[src/rtl/addsub_arbiter_if.sv]
// Request/response bundle between the requesters and the add/sub arbiter.
interface addsub_arbiter_if #(
    parameter int WIDTH = 16
);
    logic [1:0]       req_vld;
    logic [WIDTH-1:0] req0_a;
    logic [WIDTH-1:0] req0_b;
    logic             req0_sub;
    logic             req0_pad;
    logic [WIDTH-1:0] req1_a;
    logic [WIDTH-1:0] req1_b;
    logic             req1_sub;
    logic             req1_pad;
    logic [1:0]       req_gnt;
    logic             rsp_vld;
    logic             rsp_rdy;
    logic             rsp_id;
    logic [WIDTH-1:0] rsp_sum;
    logic             rsp_err;

    modport master (
        output req_vld, req0_a, req0_b, req0_sub, req0_pad,
        output req1_a, req1_b, req1_sub, req1_pad, rsp_rdy,
        input  req_gnt, rsp_vld, rsp_id, rsp_sum, rsp_err
    );

    modport slave (
        input  req_vld, req0_a, req0_b, req0_sub, req0_pad,
        input  req1_a, req1_b, req1_sub, req1_pad, rsp_rdy,
        output req_gnt, rsp_vld, rsp_id, rsp_sum, rsp_err
    );
endinterface

[src/rtl/addsub_arbiter.sv]
// Round-robin arbiter sharing one saturating add/sub unit between two requesters.
// Optional grant/error counters are enabled with `define ADDSUB_ARB_CNT_EN.
module addsub_arbiter #(
    parameter int WIDTH = 16
) (
    input  logic             clk,
    input  logic             rst_n,
    addsub_arbiter_if.slave  bus,
    output logic [WIDTH-1:0] au_a,
    output logic [WIDTH-1:0] au_b,
    output logic             au_sub,
    output logic             au_pad,
    input  logic [WIDTH-1:0] au_sum,
    input  logic             au_err,
`ifdef ADDSUB_ARB_CNT_EN
    output logic [15:0]      gnt_cnt0,
    output logic [15:0]      gnt_cnt1,
    output logic [15:0]      err_cnt,
`endif
    output logic             busy
);

    typedef enum logic [1:0] {
        ST_IDLE = 2'd0,
        ST_CALC = 2'd1,
        ST_RESP = 2'd2
    } state_t;

    state_t           state_r, state_nxt;
    logic             last_r, last_nxt;
    logic [1:0]       gnt_r, gnt_nxt;
    logic [WIDTH-1:0] a_nxt, b_nxt;
    logic             sub_nxt, pad_nxt;
    logic             rsp_vld_r, rsp_vld_nxt;
    logic             rsp_id_r, rsp_id_nxt;
    logic [WIDTH-1:0] rsp_sum_r, rsp_sum_nxt;
    logic             rsp_err_r, rsp_err_nxt;
    logic             win_s;
    logic             take_s;

    assign bus.req_gnt = gnt_r;
    assign bus.rsp_vld = rsp_vld_r;
    assign bus.rsp_id  = rsp_id_r;
    assign bus.rsp_sum = rsp_sum_r;
    assign bus.rsp_err = rsp_err_r;
    assign busy        = (state_r != ST_IDLE);

    // Winner selection: the sole requester, or the one not served last on a tie.
    always_comb begin
        win_s = 1'b0;
        if (bus.req_vld == 2'b11) begin
            win_s = ~last_r;
        end else begin
            win_s = bus.req_vld[1];
        end
    end

    // Next-state and next-output logic for the whole FSM.
    always_comb begin
        state_nxt   = state_r;
        last_nxt    = last_r;
        gnt_nxt     = 2'b00;
        a_nxt       = au_a;
        b_nxt       = au_b;
        sub_nxt     = au_sub;
        pad_nxt     = au_pad;
        rsp_vld_nxt = rsp_vld_r;
        rsp_id_nxt  = rsp_id_r;
        rsp_sum_nxt = rsp_sum_r;
        rsp_err_nxt = rsp_err_r;
        take_s      = 1'b0;

        case (state_r)
            ST_IDLE: begin
                take_s = (bus.req_vld != 2'b00);
            end
            ST_CALC: begin
                rsp_sum_nxt = au_sum;
                rsp_err_nxt = au_err;
                rsp_id_nxt  = last_r;
                rsp_vld_nxt = 1'b1;
                state_nxt   = ST_RESP;
            end
            ST_RESP: begin
                if (bus.rsp_rdy) begin
                    rsp_vld_nxt = 1'b0;
                    take_s      = (bus.req_vld != 2'b00);
                    state_nxt   = ST_IDLE;
                end else begin
                    rsp_vld_nxt = 1'b1;
                end
            end
            default: begin
                state_nxt   = ST_IDLE;
                rsp_vld_nxt = 1'b0;
            end
        endcase

        // Accepting a request overrides the IDLE fallback chosen above.
        if (take_s) begin
            if (win_s) begin
                a_nxt   = bus.req1_a;
                b_nxt   = bus.req1_b;
                sub_nxt = bus.req1_sub;
                pad_nxt = bus.req1_pad;
                gnt_nxt = 2'b10;
            end else begin
                a_nxt   = bus.req0_a;
                b_nxt   = bus.req0_b;
                sub_nxt = bus.req0_sub;
                pad_nxt = bus.req0_pad;
                gnt_nxt = 2'b01;
            end
            last_nxt  = win_s;
            state_nxt = ST_CALC;
        end else begin
            gnt_nxt = 2'b00;
        end
    end

    // State, operand and response registers.
    always_ff @(posedge clk) begin
        if (!rst_n) begin
            state_r   <= ST_IDLE;
            last_r    <= 1'b1;
            gnt_r     <= 2'b00;
            au_a      <= {WIDTH{1'b0}};
            au_b      <= {WIDTH{1'b0}};
            au_sub    <= 1'b0;
            au_pad    <= 1'b0;
            rsp_vld_r <= 1'b0;
            rsp_id_r  <= 1'b0;
            rsp_sum_r <= {WIDTH{1'b0}};
            rsp_err_r <= 1'b0;
        end else begin
            state_r   <= state_nxt;
            last_r    <= last_nxt;
            gnt_r     <= gnt_nxt;
            au_a      <= a_nxt;
            au_b      <= b_nxt;
            au_sub    <= sub_nxt;
            au_pad    <= pad_nxt;
            rsp_vld_r <= rsp_vld_nxt;
            rsp_id_r  <= rsp_id_nxt;
            rsp_sum_r <= rsp_sum_nxt;
            rsp_err_r <= rsp_err_nxt;
        end
    end

`ifdef ADDSUB_ARB_CNT_EN
    function automatic logic [15:0] sat_inc(input logic [15:0] v);
        sat_inc = (v == 16'hFFFF) ? v : v + 16'd1;
    endfunction

    // Saturating grant and consumed-error counters.
    always_ff @(posedge clk) begin
        if (!rst_n) begin
            gnt_cnt0 <= 16'd0;
            gnt_cnt1 <= 16'd0;
            err_cnt  <= 16'd0;
        end else begin
            gnt_cnt0 <= gnt_r[0] ? sat_inc(gnt_cnt0) : gnt_cnt0;
            gnt_cnt1 <= gnt_r[1] ? sat_inc(gnt_cnt1) : gnt_cnt1;
            err_cnt  <= (rsp_vld_r && bus.rsp_rdy && rsp_err_r) ? sat_inc(err_cnt) : err_cnt;
        end
    end
`endif

endmodule

[src/flat_wrapper.sv]
// flat-port wrapper written by rule: the top's interface ports become plain ports
module addsub_arbiter_flat 
#(
    parameter int WIDTH = 16
)
  (clk, rst_n, au_a, au_b, au_sub, au_pad, au_sum, au_err, busy, bus_req_vld, bus_req0_a, bus_req0_b, bus_req0_sub, bus_req0_pad, bus_req1_a, bus_req1_b, bus_req1_sub, bus_req1_pad, bus_rsp_rdy, bus_req_gnt, bus_rsp_vld, bus_rsp_id, bus_rsp_sum, bus_rsp_err);
  addsub_arbiter_if #(.WIDTH(WIDTH)) bus_i ();
  input  logic clk;
  input  logic rst_n;
  output logic [WIDTH-1:0] au_a;
  output logic [WIDTH-1:0] au_b;
  output logic au_sub;
  output logic au_pad;
  input  logic [WIDTH-1:0] au_sum;
  input  logic au_err;
  output logic busy;
  input wire logic [$bits(bus_i.req_vld)-1:0] bus_req_vld;
  input wire logic [$bits(bus_i.req0_a)-1:0] bus_req0_a;
  input wire logic [$bits(bus_i.req0_b)-1:0] bus_req0_b;
  input wire logic [$bits(bus_i.req0_sub)-1:0] bus_req0_sub;
  input wire logic [$bits(bus_i.req0_pad)-1:0] bus_req0_pad;
  input wire logic [$bits(bus_i.req1_a)-1:0] bus_req1_a;
  input wire logic [$bits(bus_i.req1_b)-1:0] bus_req1_b;
  input wire logic [$bits(bus_i.req1_sub)-1:0] bus_req1_sub;
  input wire logic [$bits(bus_i.req1_pad)-1:0] bus_req1_pad;
  input wire logic [$bits(bus_i.rsp_rdy)-1:0] bus_rsp_rdy;
  output wire logic [$bits(bus_i.req_gnt)-1:0] bus_req_gnt;
  output wire logic [$bits(bus_i.rsp_vld)-1:0] bus_rsp_vld;
  output wire logic [$bits(bus_i.rsp_id)-1:0] bus_rsp_id;
  output wire logic [$bits(bus_i.rsp_sum)-1:0] bus_rsp_sum;
  output wire logic [$bits(bus_i.rsp_err)-1:0] bus_rsp_err;
  assign bus_i.req_vld = bus_req_vld;
  assign bus_i.req0_a = bus_req0_a;
  assign bus_i.req0_b = bus_req0_b;
  assign bus_i.req0_sub = bus_req0_sub;
  assign bus_i.req0_pad = bus_req0_pad;
  assign bus_i.req1_a = bus_req1_a;
  assign bus_i.req1_b = bus_req1_b;
  assign bus_i.req1_sub = bus_req1_sub;
  assign bus_i.req1_pad = bus_req1_pad;
  assign bus_i.rsp_rdy = bus_rsp_rdy;
  assign bus_req_gnt = bus_i.req_gnt;
  assign bus_rsp_vld = bus_i.rsp_vld;
  assign bus_rsp_id = bus_i.rsp_id;
  assign bus_rsp_sum = bus_i.rsp_sum;
  assign bus_rsp_err = bus_i.rsp_err;
  addsub_arbiter #(.WIDTH(WIDTH)) u_core (.clk(clk), .rst_n(rst_n), .bus(bus_i), .au_a(au_a), .au_b(au_b), .au_sub(au_sub), .au_pad(au_pad), .au_sum(au_sum), .au_err(au_err), .busy(busy));
endmodule
[config.mk]
export PLATFORM = sky130hd
export DESIGN_NAME = addsub_arbiter_flat
export DESIGN_NICKNAME = d
export VERILOG_FILES = /design/src/rtl/addsub_arbiter_if.sv /design/src/rtl/addsub_arbiter.sv /design/src/flat_wrapper.sv
export SDC_FILE = /design/constraint.sdc
export NUM_CORES = 1
export LEC_CHECK = 0
export CAP_MARGIN = 20
export CORE_MARGIN = 2
export CORE_UTILIZATION = 47
export CTS_CLUSTER_DIAMETER = 30
export CTS_CLUSTER_SIZE = 20
export DETAILED_ROUTE_END_ITERATION = 7
export DONT_BUFFER_PORTS = 1
export MAX_ROUTING_LAYER = met4
export RECOVER_POWER = 100
export SYNTH_ARGS = -nofsm -noshare
export SYNTH_HDL_FRONTEND = slang
export SYNTH_SLANG_ARGS = --single-unit
[constraint.sdc]
create_clock -name clk -period 2.1 [get_ports clk]
set_clock_uncertainty 0.1 [all_clocks]
set_input_delay 0.42 -clock clk [delete_from_list [all_inputs] [get_ports clk]]
set_output_delay 0.42 -clock clk [all_outputs]
set_load 0.05 [all_outputs]
Word level (Yosys, flattened, before mapping)
Index checks and enable logic that the tools add are counted.

Register bits after elaboration: 58. Output and inout bits: 56. Word-level logic and storage cells: 41.

Equal/unequal tests: 6. Muxes and demuxes: 13. Bitwise logic cells: 3. Reduce and logical (&&, ||, !) cells: 7.

Operators with widths (count): $mux W16 (2); $mux W1 (6); $pmux W2 S3 (1); $reduce_and A2 Y1 (3); $eq A2 B2 Y1 const B (2); $mux W2 (2); $reduce_bool A2 Y1 (2); $ne A3 B2 Y1 const B (1); $not A1 Y1 (3); $pmux W1 S3 (1); $eq A2 B1 Y1 const B (1); $logic_not A2 Y1 (1); $ne A2 B1 Y1 const B (1); $ne A2 B2 Y1 const B (1); $pmux W1 S2 (1); $reduce_or A2 Y1 (1).

Depth between registers and ports, before layout
Word-level depth: 5. Mapped depth: 7.

Least setup slack after synthesis
Ideal clock, no wire load.

Path type: reg2reg. Start: register u_core.state_r[0]. End: register u_core.last_r. Setup time: 0.135 ns. Arrival: 1.387 ns. Required time: 1.865 ns. Path slack: 0.478 ns. Cell stages (with the launch flop): 8. Path buffers: 2. Period minus slack after synthesis: 1.622 ns. Cell sequence: dfxtp_1 > inv_1 > ha_1 > a21oi_2 > o21a_1 > buf_2 > buf_1 > a2bb2oi_1.

Cells in the longest elaborated chain, start to end: 2. Elaborated cells on any way between the ends: 3. Those cells by class: eq/ne (1); mux (1); reduce/logical (1).

RTL lines: from (decl) (line addsub_arbiter.sv:29) `state_t state_r, state_nxt;`; from (signal assigned) (line addsub_arbiter.sv:136) `state_r <= state_nxt;`; $eq A2 B2 Y1 / $logic_not A2 Y1 (equally long branches) (line addsub_arbiter.sv:73) `case (state_r)`; $pmux W1 S2 (*) (line addsub_arbiter.sv:73); to (signal assigned) (line addsub_arbiter.sv:137) `last_r <= last_nxt;`; to (decl) (line addsub_arbiter.sv:30) `logic last_r, last_nxt;`.

Every way passes the cells marked *; elsewhere a longest branch is shown, timed or not. A chain may end at the register's enable or synchronous reset.

Worst setup path in the final report
Start: register u_core.state_r[0]. End: output port busy.

Cells in the longest elaborated chain, start to end: 1.

RTL lines: $reduce_bool A2 Y1 (line addsub_arbiter.sv:46) `assign busy = (state_r != ST_IDLE);`; to (decl) (line flat_wrapper.sv:16) `output logic busy;`.

No other way between the ends.

==> out/qor.yml <==
run_status:
  status: "completed"
setup_path:
  critPathKind: "reg2out"
  r2r_cells: 5
  crit_fanout: 5
  start_kind: "flop"
  cp.arrival_ns: 1.38
  r2r-start: "u_core.state_r[0]"
  cp-end-kind: "output port"
  worst-endpoint-required_ns: 1.58
  critPathMaxStageDelay_ns: 0.39
  reg2reg_slack_ns: 0.36
  path_cells: "inv_1 -> ha_1 -> inv_1"
  worstReg2RegEnd: "u_core.au_a[0]"
  slowest_stage: "inv_1"
  cp_common_cell: "inv_1"
timing:
  hold_viol: 0
  tns_ns: 0
  maxSlewViolCount: 0
  rsz0062_at_grt: "no"
  max-slew-margin-rel_pct: 63.0
  setup_viol: 0
  min_period_ns: 1.90
  fin_crit_sh_pct: 90.6
  tightestPinTransition_ns: 0.555
  fmax_mhz: 526
finish:
  nets: 293
  syn_to_final_growth_pct: 3.57
  layout-drive-gt1-share_pct: 10.3
  insertedDiodeCount: 0
floorplanning:
  die_h_um: 76.8
  fp.dieW_um: 76.8
  start_util_pct: 48.7
  ios: 146
  rows: 26
  core_um2: 5110
  die-area_um2: 5890
clock_network:
  cts_hold_buf: 0
  htree_levels: 3
  cts_resized: 0
  cts_sinks: 58
  cts_setup_buffers: 0
  cts_buffers: 9
  clock_latency_ns: 0.31
  clk_pin_slew_ns: 0.06
  ctsLongestPathBuffers: 2
  cts_root_buf: "clkbuf_8"
  tritoncts: "built"
min_path:
  worstHoldStart: "rst_n"
  hp-class: "in2reg"
  min_to: "u_core.bus.rsp_sum[13]"
  holdPathStages: 1
drt:
  wl_per_cell_um: 18.3
  first_pass_iters: 4
  ant_nets: 0
  drt_wl_total_mm: 5.01
  routed_via_density: 5.57
  num_vias: 1526
  drc: 0
  drtIter0Drc: 30
pwr:
  ir_worst_vdd_uv: 571
  power.leakage_uw: 0.000972
  p_per_area_nw_per_um2: 1250
  p_total_uw: 3220
placed_design:
  place.gp.congestion: 0.685
  io_buffers: 0
  hpwl_mm: 3.64
run:
  drv_cap: 0
logic_synthesis:
  synth_largest_area_cell: "dfxtp_1"
  ys_seq_area_share_pct: 46.7
  yosysTopAreaCellShare_pct: 46.7
  yosys_register_bits: 58
  netlist_area_um2: 2490
  netlist_instances: 202
  synth.avg_cell_area_um2: 12.3
  synth_warnings: 0
  synth_fp_nets: 295
  yosys.cell_types.count: 22
  synthTopCellsByArea: "dfxtp_1 (47%), mux2i_1 (21%), o2bb2ai_2 (12%)"
global_route:
  grt_pass1_wl_mm: 7.71
  grt_overflow_total: 0
  grt_util_all_layers_pct: 17.1
  grt_max_degree: 39
  grt_pass1_vias: 1534
  antenna_found_initial: 0
[worst max-delay path: cells and delay by family (launching register included)]
family                     cells  cell delay [ns]
adders and majority gates      1             0.25
buffers and inverters          2             0.46
DFF                            1             0.36
[placed cells by master, fill, tap and decap left out, types with 2 or more instances in the layout]
cell type and count:
o2bb2ai_1 33, inv_1 4, a21boi_0 2, clkinv_2 3, clkbuf_8 11, nor2b_1 20, ha_1 3, mux2i_1 52
buf_12 2, dfxtp_1 58, o211ai_1 2, nor2_1 2, nand2_1 2
[sequential cells by signal, summed over array words and instances (netlist names), 2 cells and up]
name / count
u_core.bus.req_gnt: 2
u_core.bus.rsp_sum: 16
u_core.state_r: 2
u_core.au_b: 16
u_core.au_a: 16
[synth_stat cells, drive strengths merged]
cell and instances:
nor2b 20, a21boi 3, o21ai 1, nand3b 1, dfxtp 58, ha 3
clkbuf 3, inv 4, mux2i 52, o211ai 2, buf 13, o21a 1
a21oi 1, nor2 2, nand2 2, or3b 1, o2bb2ai 34, a2bb2oi 1
[metrics by stage]
step | worst slack, ns | util, % | instance area [um^2] | hold slack [ns] | instances
global placement | 0.399 | 49.8 | 2540 | 0.385 | 259
floorplan | 0.478 | - | 2490 | 0.339 | 202
CTS | 0.155 | 53.1 | 2710 | 0.110 | 274
finish | 0.198 | 50.4 | 2580 | 0.131 | 274
global route | 0.0987 | 50.4 | 2580 | 0.108 | 274
detailed placement | 0.266 | 49.8 | 2540 | 0.402 | 259
[layer usage]
layer	vias up	share of wire [%]	wire length (um)	global-route usage (%)
li1	731	-	-	-
met4	0	0.74	37	8.73
met2	81	52	2610	27.7
met1	709	37	1860	17.7
met3	5	10	500	7.53
met5	-	0	0	-
[layout make-up]
class / instances / area (um^2)
inverter: 4 / 15.0
fill: 495 / 2530
clock inverter: 3 / 15.0
timing repair buffer: 3 / 45.0
tap: 70 / 87.6
clock buffer: 12 / 155
multi-input combinational: 124 / 1100
sequential: 58 / 1160
[report_power, final]
part | internal [uW] | switching (uW)
clock network | 480 | 389
logic | 214 | 252
registers | 1260 | 624
[logic make-up after synthesis]
| kind of cell | count (synthesis) | synth area share (%) |
|---|---|---|
| flops | 58 | 46.7 |
| mux | 52 | 20.9 |
| compound gates | 43 | 19.7 |
| simple gates | 26 | 6.39 |
| buf+inv | 20 | 4.78 |
| fa+ha+maj | 3 | 1.51 |
[worst max path at each step]
| stage | startpoint | to | slack [ns] | depth (start not counted) |
|---|---|---|---|---|
| after floorplan | u_core.state_r[0] | u_core.last_r | 0.48 | 7 |
| after detailed placement | u_core.state_r[0] | u_core.au_a[0] | 0.27 | 5 |
| after CTS | u_core.state_r[0] | busy | 0.15 | 3 |
| after global routing | u_core.state_r[0] | busy | 0.1 | 3 |
| final | u_core.state_r[0] | busy | 0.20 | 3 |
| after global placement | u_core.state_r[0] | u_core.last_r | 0.40 | 5 |
Note: power is estimated with default switching activity, not from simulation.
